### src/rtl/adc_spi_multi_master.sv
// SPI master for NUM_CH simultaneous-sampling ADCs. They share SCLK and SDI; each ADC has its own SDO and SYNC_N.
// Latency: RX_VALID rises (2*FRAME_W+2)*CLK_DIV cycles after the accepting edge, and BUSY stays high for GAP more cycles.
// No backpressure: START is sampled only while idle, and START during BUSY is dropped without being queued.
module adc_spi_multi_master #(
  parameter int NUM_CH  = 4,
  parameter int FRAME_W = 16,
  parameter int CLK_DIV = 4,
  parameter bit CPOL    = 1'b0,
  parameter int GAP     = 2
) (
  input  logic                        CLK,
  input  logic                        RST,
  input  logic                        START,
  input  logic [FRAME_W-1:0]          TX_DATA,
  input  logic [NUM_CH-1:0]           CH_EN,
  input  logic [NUM_CH-1:0]           SDO,
  output logic                        SCLK,
  output logic                        SDI,
  output logic [NUM_CH-1:0]           SYNC_N,
  output logic [NUM_CH*FRAME_W-1:0]   RX_DATA,
  output logic                        RX_VALID,
  output logic                        BUSY
);

  localparam int DW       = $clog2(CLK_DIV + 1);
  localparam int BW       = $clog2(FRAME_W + 1);
  localparam int GW       = $clog2(GAP + 2);
  localparam int GAP_LAST = (GAP > 0) ? GAP - 1 : 0;

  localparam logic [DW-1:0] DIV_LAST = DW'(CLK_DIV - 1);
  localparam logic [GW-1:0] GAP_INIT = GW'(GAP_LAST);

  localparam logic [2:0] S_IDLE  = 3'd0;
  localparam logic [2:0] S_SETUP = 3'd1;
  localparam logic [2:0] S_LEAD  = 3'd2;
  localparam logic [2:0] S_TRAIL = 3'd3;
  localparam logic [2:0] S_HOLD  = 3'd4;
  localparam logic [2:0] S_GAP   = 3'd5;

  logic [2:0]                      state;
  logic [DW-1:0]                   div_cnt;
  logic [BW-1:0]                   bit_cnt;
  logic [GW-1:0]                   gap_cnt;
  // The MSB of the command goes straight to SDI on accept, so only the remaining bits are kept.
  logic [FRAME_W-2:0]              tx_sh;
  logic [NUM_CH-1:0]               ch_en_q;
  logic [NUM_CH-1:0][FRAME_W-1:0]  rx_sh;
  logic [NUM_CH*FRAME_W-1:0]       rx_next;

  // Shift one SDO bit into every channel's register, LSB in, so the first bit received ends up as the MSB.
  function automatic logic [NUM_CH-1:0][FRAME_W-1:0] shift_in(
    input logic [NUM_CH-1:0][FRAME_W-1:0] cur,
    input logic [NUM_CH-1:0]              din
  );
    logic [NUM_CH-1:0][FRAME_W-1:0] res;
    for (int i = 0; i < NUM_CH; i++) begin
      res[i] = {cur[i][FRAME_W-2:0], din[i]};
    end
    return res;
  endfunction

  // Build the result word. Slots that were disabled when the frame was accepted read as zero.
  always_comb begin
    rx_next = '0;
    for (int i = 0; i < NUM_CH; i++) begin
      rx_next[i*FRAME_W +: FRAME_W] = ch_en_q[i] ? rx_sh[i] : '0;
    end
  end

  // Frame sequencer. SCLK, SDI and SYNC_N are driven straight from registers so they cannot glitch.
  always_ff @(posedge CLK or posedge RST) begin
    if (RST) begin
      state    <= S_IDLE;
      div_cnt  <= '0;
      bit_cnt  <= '0;
      gap_cnt  <= '0;
      tx_sh    <= '0;
      ch_en_q  <= '0;
      rx_sh    <= '0;
      SCLK     <= CPOL;
      SDI      <= 1'b0;
      SYNC_N   <= '1;
      RX_DATA  <= '0;
      RX_VALID <= 1'b0;
      BUSY     <= 1'b0;
    end else begin
      RX_VALID <= 1'b0;
      case (state)
        S_IDLE: begin
          if (START && (CH_EN != '0)) begin
            tx_sh   <= TX_DATA[FRAME_W-2:0];
            ch_en_q <= CH_EN;
            SDI     <= TX_DATA[FRAME_W-1];
            SYNC_N  <= ~CH_EN;
            BUSY    <= 1'b1;
            bit_cnt <= BW'(FRAME_W);
            div_cnt <= DIV_LAST;
            state   <= S_SETUP;
          end
        end
        S_SETUP, S_TRAIL: begin
          if (div_cnt != '0) begin
            div_cnt <= div_cnt - DW'(1);
          end else if (bit_cnt != '0) begin
            // Leading edge: the ADCs have had a full half-period to present their SDO bit.
            SCLK    <= ~CPOL;
            rx_sh   <= shift_in(rx_sh, SDO);
            bit_cnt <= bit_cnt - BW'(1);
            div_cnt <= DIV_LAST;
            state   <= S_LEAD;
          end else begin
            div_cnt <= DIV_LAST;
            state   <= S_HOLD;
          end
        end
        S_LEAD: begin
          if (div_cnt != '0) begin
            div_cnt <= div_cnt - DW'(1);
          end else begin
            SCLK    <= CPOL;
            div_cnt <= DIV_LAST;
            state   <= S_TRAIL;
            if (bit_cnt != '0) begin
              SDI   <= tx_sh[FRAME_W-2];
              tx_sh <= tx_sh << 1;
            end
          end
        end
        S_HOLD: begin
          if (div_cnt != '0) begin
            div_cnt <= div_cnt - DW'(1);
          end else begin
            SYNC_N   <= '1;
            RX_DATA  <= rx_next;
            RX_VALID <= 1'b1;
            if (GAP == 0) begin
              BUSY  <= 1'b0;
              state <= S_IDLE;
            end else begin
              gap_cnt <= GAP_INIT;
              state   <= S_GAP;
            end
          end
        end
        S_GAP: begin
          if (gap_cnt != '0) begin
            gap_cnt <= gap_cnt - GW'(1);
          end else begin
            BUSY  <= 1'b0;
            state <= S_IDLE;
          end
        end
        default: state <= S_IDLE;
      endcase
    end
  end

endmodule

### config.mk
export PLATFORM = sky130hd
export DESIGN_NAME = adc_spi_multi_master
export DESIGN_NICKNAME = d
export VERILOG_FILES = /design/src/rtl/adc_spi_multi_master.sv
export SDC_FILE = /design/constraint.sdc
export NUM_CORES = 1
export LEC_CHECK = 0
export CAP_MARGIN = 5
export CORE_MARGIN = 1.5
export CORE_UTILIZATION = 30
export DETAILED_ROUTE_END_ITERATION = 6
export PLACE_DENSITY = 0.55
export RECOVER_POWER = 100
export SLEW_MARGIN = 20
export SYNTH_ARGS = -nofsm -noshare
export SYNTH_HDL_FRONTEND = slang
export SYNTH_SLANG_ARGS = --single-unit
export TNS_END_PERCENT = 10
### constraint.sdc
create_clock -name CLK -period 13.1 [get_ports CLK]
set_clock_uncertainty 0.15 [all_clocks]
set_input_delay 2.62 -clock CLK [delete_from_list [all_inputs] [get_ports CLK]]
set_output_delay 2.62 -clock CLK [all_outputs]
set_load 0.02 [all_outputs]
==> key figures <==
Detailed routing
  – Length of routed wiring on met1: around 6.5 mm
  – First-pass iteration count of the detailed router: 4
  – Top layer reached by signal wires: met4
  – Number of nets still failing antenna checks after routing: 0
  – Vias: around 4500
  – Count of routing violations after the opening detailed-route iteration: 203
  – Met3 Routed Length: roughly 740 um
  – Met2 Routed Length: about 6.7 mm
  – Number of remaining DRC errors: 0
  – Routed len/inst: between 10 and 15 um
  – Detail-routed via count per cell: between 4 and 5
  – Wirelength, routed: around 14 mm

Critical path
  – Source of the worst register-to-register timing path: state[1]$_DFFE_PP0P_
  – Register-to-Register Setup Slack: around 8400 ps
  – CP Max Fanout: 15
  – Endpoint arrival time on the critical path: ~6700 ps
  – Worst Setup Start Kind: input pin
  – Worst setup path class: input pin to register
  – Endpoint class of the critical path: register
  – Worst R2R Path Depth: 5
  – Worst EP required: approximately 13000 ps
  – Launch point of the worst path: CH_EN[0]
  – Worst reg2reg endpoint: state[0]$_DFFE_PP0P_

Clocking
  – H-tree depth: 4
  – Clock insertion delay at the later pin of the skew report: 420 ps
  – Sinks on Clock Net: around 170
  – Post-cts resize count: 0
  – Number of buffers added to fix hold violations after cts: 0
  – Number of clock buffers inserted by TritonCTS: 17
  – Number of buffers between clock root and the deepest sink: 2
  – Setup Fix Bufs, Post-CTS: 0
  – Cell at the root of the clock tree: clkbuf_16
  – Clock input transition at the sequential cells of the worst setup and hold paths: 70 ps
  – CTS tree: built

Pwr
  – Switching power share of the total: between 20% and 30%
  – Part of the power in the clock network: a little under half
  – Internal portion of total power: about 800 uW
  – Combinational share of power: 2.6%
  – Psw: about 240 uW
  – Power per unit of standard cell area: between 100 and 150 mW/mm2
  – Design Power: approximately 1.1 mW
  – Proportion of power drawn by flip-flops and latches: 50.7%
  – Peak supply drop: between 0.08 and 0.09 mV
  – Leakage component of the power: roughly 4.4 nW

Layout
  – Share of layout cells above drive strength 1: 20.0%
  – Non-filler cells in the finished layout: 969
  – Filler Cells Inserted: between 2000 and 2500
  – Area added between synthesis and finish: 25.3%
  – Final non-filler cell area: roughly 0.0086 mm2
  – Net count reported at finish: between 700 and 800
  – Number of diodes: 0

STA
  – Min Clock Period, post-route: between 6000 and 7000 ps
  – Setup repair after global routing missed its margin: no
  – Number of endpoints with negative hold slack in the final report: 0
  – Total negative setup slack: 0 ps
  – Number of setup violations in the final report: 0
  – Final slew viol count: around 300
  – Tightest Pin Transition: 3640 ps
  – Hold slack: 308 ps
  – Final critical-path share of the clock period: between 40% and 50%
  – Worst-case headroom to the max-slew limit: -144%
  – Highest clock frequency the design can meet: ~150 MHz

Floorplan
  – Die W: ~150 um
  – Initial Utilization: 30.5%
  – Core area: 0.0226 mm2
  – Chip height: roughly 150 um
  – Row cnt: 55
  – Die Area: 0.0239 mm2
  – Number of top-level pins: 99

Logic synthesis
  – Number of enable flip-flop cells after synthesis: 0
  – Total nets after synthesis: 620
  – Number of different library cells in the post-synthesis netlist: between 40 and 50
  – Share of the yosys chip area belonging to registers: 61.2%
  – Number of register bits inferred by synthesis: roughly 170
  – Async set-or-reset flop fraction in the synthesized netlist: between 90% and 100%
  – Average size of a mapped cell: 11.7 um2
  – Cell area after technology mapping: ~0.007 mm2
  – Most used flip-flop cell after synthesis: dfrtp_1
  – Number of standard cells after synthesis: approximately 590
  – Warnings, synthesis: 0

Placed design
  – Post-DP HPWL: 8.89 mm
  – Final weighted congestion of routability-driven global placement: about 0.74
  – Dpl cells: roughly 940
  – IO buf count: just under 100
  – Cell Area, Placed: between 0.008 and 0.009 mm2

Worst hold path
  – WHS Path Cells: 2
  – Hold EP: RX_DATA[37]$_DFFE_PP0P_
  – Source of the worst hold timing path: RX_DATA[37]$_DFFE_PP0P_
  – Path class of the lowest-slack min-delay path: register to register

GRT
  – Number of global-route vias before repair: around 4900
  – Total global routing track utilization: between 10% and 20%
  – Global-route wire length before repair: about 24 mm
  – Initial antenna violation count: 0
  – Total global routing overflow: 0
  – Pin count of the biggest net entering global routing: 87

Outcome
  – Result of the run: finished with violations
  – Violated checks: max-capacitance violations, max-slew violations

Run
  – # Max-Cap Violations: 5
[power by group through the flow]
stage          registers [mW]  logic, mW  clock network [mW]
2_1_floorplan           0.540     0.0171                   0
3_3_place_gp            0.543     0.0285                   0
3_5_place_dp            0.544     0.0296                   0
4_1_cts                 0.534     0.0298               0.508
5_1_grt                 0.535     0.0314               0.532
6_report                0.534     0.0279               0.491
[cells in the mapped netlist (2+ instances only)]
library cell | count | area (um2)
nor3b_1 | 3 | 22.5
nor2b_1 | 3 | 18.8
ha_1 | 4 | 50.1
clkbuf_1 | 18 | 67.6
a22o_1 | 2 | 17.5
buf_2 | 8 | 40.0
o211ai_1 | 2 | 15.0
mux2_2 | 85 | 957
nand2b_1 | 2 | 12.5
inv_1 | 9 | 33.8
nor2_1 | 7 | 26.3
o21ai_0 | 5 | 25.0
buf_4 | 2 | 15.0
a2bb2oi_1 | 4 | 35.0
buf_1 | 8 | 30.0
nor3_1 | 3 | 15.0
mux2_4 | 10 | 150
nand2_1 | 151 | 567
a21oi_1 | 6 | 30.0
dfstp_2 | 4 | 105
nand3_1 | 68 | 340
dfrtp_1 | 164 | 4100
[layout by cell type (no fill, tap or decap), drive strengths merged, types with 2 or more instances in the layout]
| cell type | n |
|---|---|
| ha | 4 |
| o21ai | 6 |
| a2bb2oi | 4 |
| dfrtp | 164 |
| dlygate4sd3 | 74 |
| clkinvlp | 3 |
| clkdlybuf4s50 | 24 |
| a22o | 2 |
| nand2b | 2 |
| clkbuf | 19 |
| nor2 | 7 |
| o211ai | 2 |
| dfstp | 4 |
| nor3b | 3 |
| mux2 | 95 |
| a21oi | 6 |
| clkinv | 6 |
| nand3 | 68 |
| nor3 | 4 |
| nor2b | 3 |
| inv | 13 |
| o41ai | 2 |
| nand2 | 151 |
[critical path, stage by stage]
cell	delay, ps
dlygate4sd3_1	600
o41ai_1	970
nor2_1	70
o21ai_0	1960
mux2_2	480
[per-stage QoR]
stage                     utilization, %  setup slack [ps]
after CTS                           38.4              8330
after detailed placement            35.8              7900
after global placement              35.8              7940
final                               38.2              6550
after floorplan                        -              5790
after global routing                38.2              6220
[cells by family (layout without fill, tap and decap cells)]
family | count (synthesis) | after routing | share of synthesized area, %
AND/OR/NAND/NOR | 245 | 245 | 15.6
flip-flops | 168 | 168 | 61.2
multiplexers | 96 | 96 | 16.2
buffers and inverters | 46 | 141 | 3.00
AO/OA/AOI/OAI | 29 | 29 | 3.16
adder cells (fa/ha/maj) | 4 | 4 | 0.727
XOR/XNOR | 1 | 1 | 0.127
[registers in the layout, summed over array words and instances, names as in the netlist]
signal    count
RX_DATA      64
rx_sh        64
tx_sh        15
bit_cnt       5
SYNC_N        4
ch_en_q       4
div_cnt       3
state         3
gap_cnt       2
BUSY          1
RX_VALID      1
SCLK          1
SDI           1
[layer usage]
layer | up-vias | track usage, %
met4 | 0 | 3.80
met5 | - | 0
li1 | 2157 | -
met1 | 2239 | 15.8
met3 | 10 | 3.70
met2 | 96 | 21.1
[layout make-up]
class	count	area, um2	share of cell area, %
Sequential cell	168	4210	48.8
Timing Repair Buffer	100	996	11.5
Multi-Input combinational cell	375	2450	28.4
Clock inverter	14	140	1.62
Tap cell	285	357	4.13
Clock buffer	18	439	5.09
Inverter	9	36.3	0.421
[worst max-delay path by stage]
stage	endpoint	slack [ps]	cells after the start
finish	SDI$_DFFE_PP0P_	6550	5
global route	tx_sh[11]$_DFFE_PP0P_	6220	5
CTS	SDI$_DFFE_PP0P_	8330	5
detailed placement	SDI$_DFFE_PP0P_	7900	5
global placement	SDI$_DFFE_PP0P_	7940	5
floorplan	BUSY$_DFFE_PP0P_	5790	1
(Power assumes the default switching activity.)
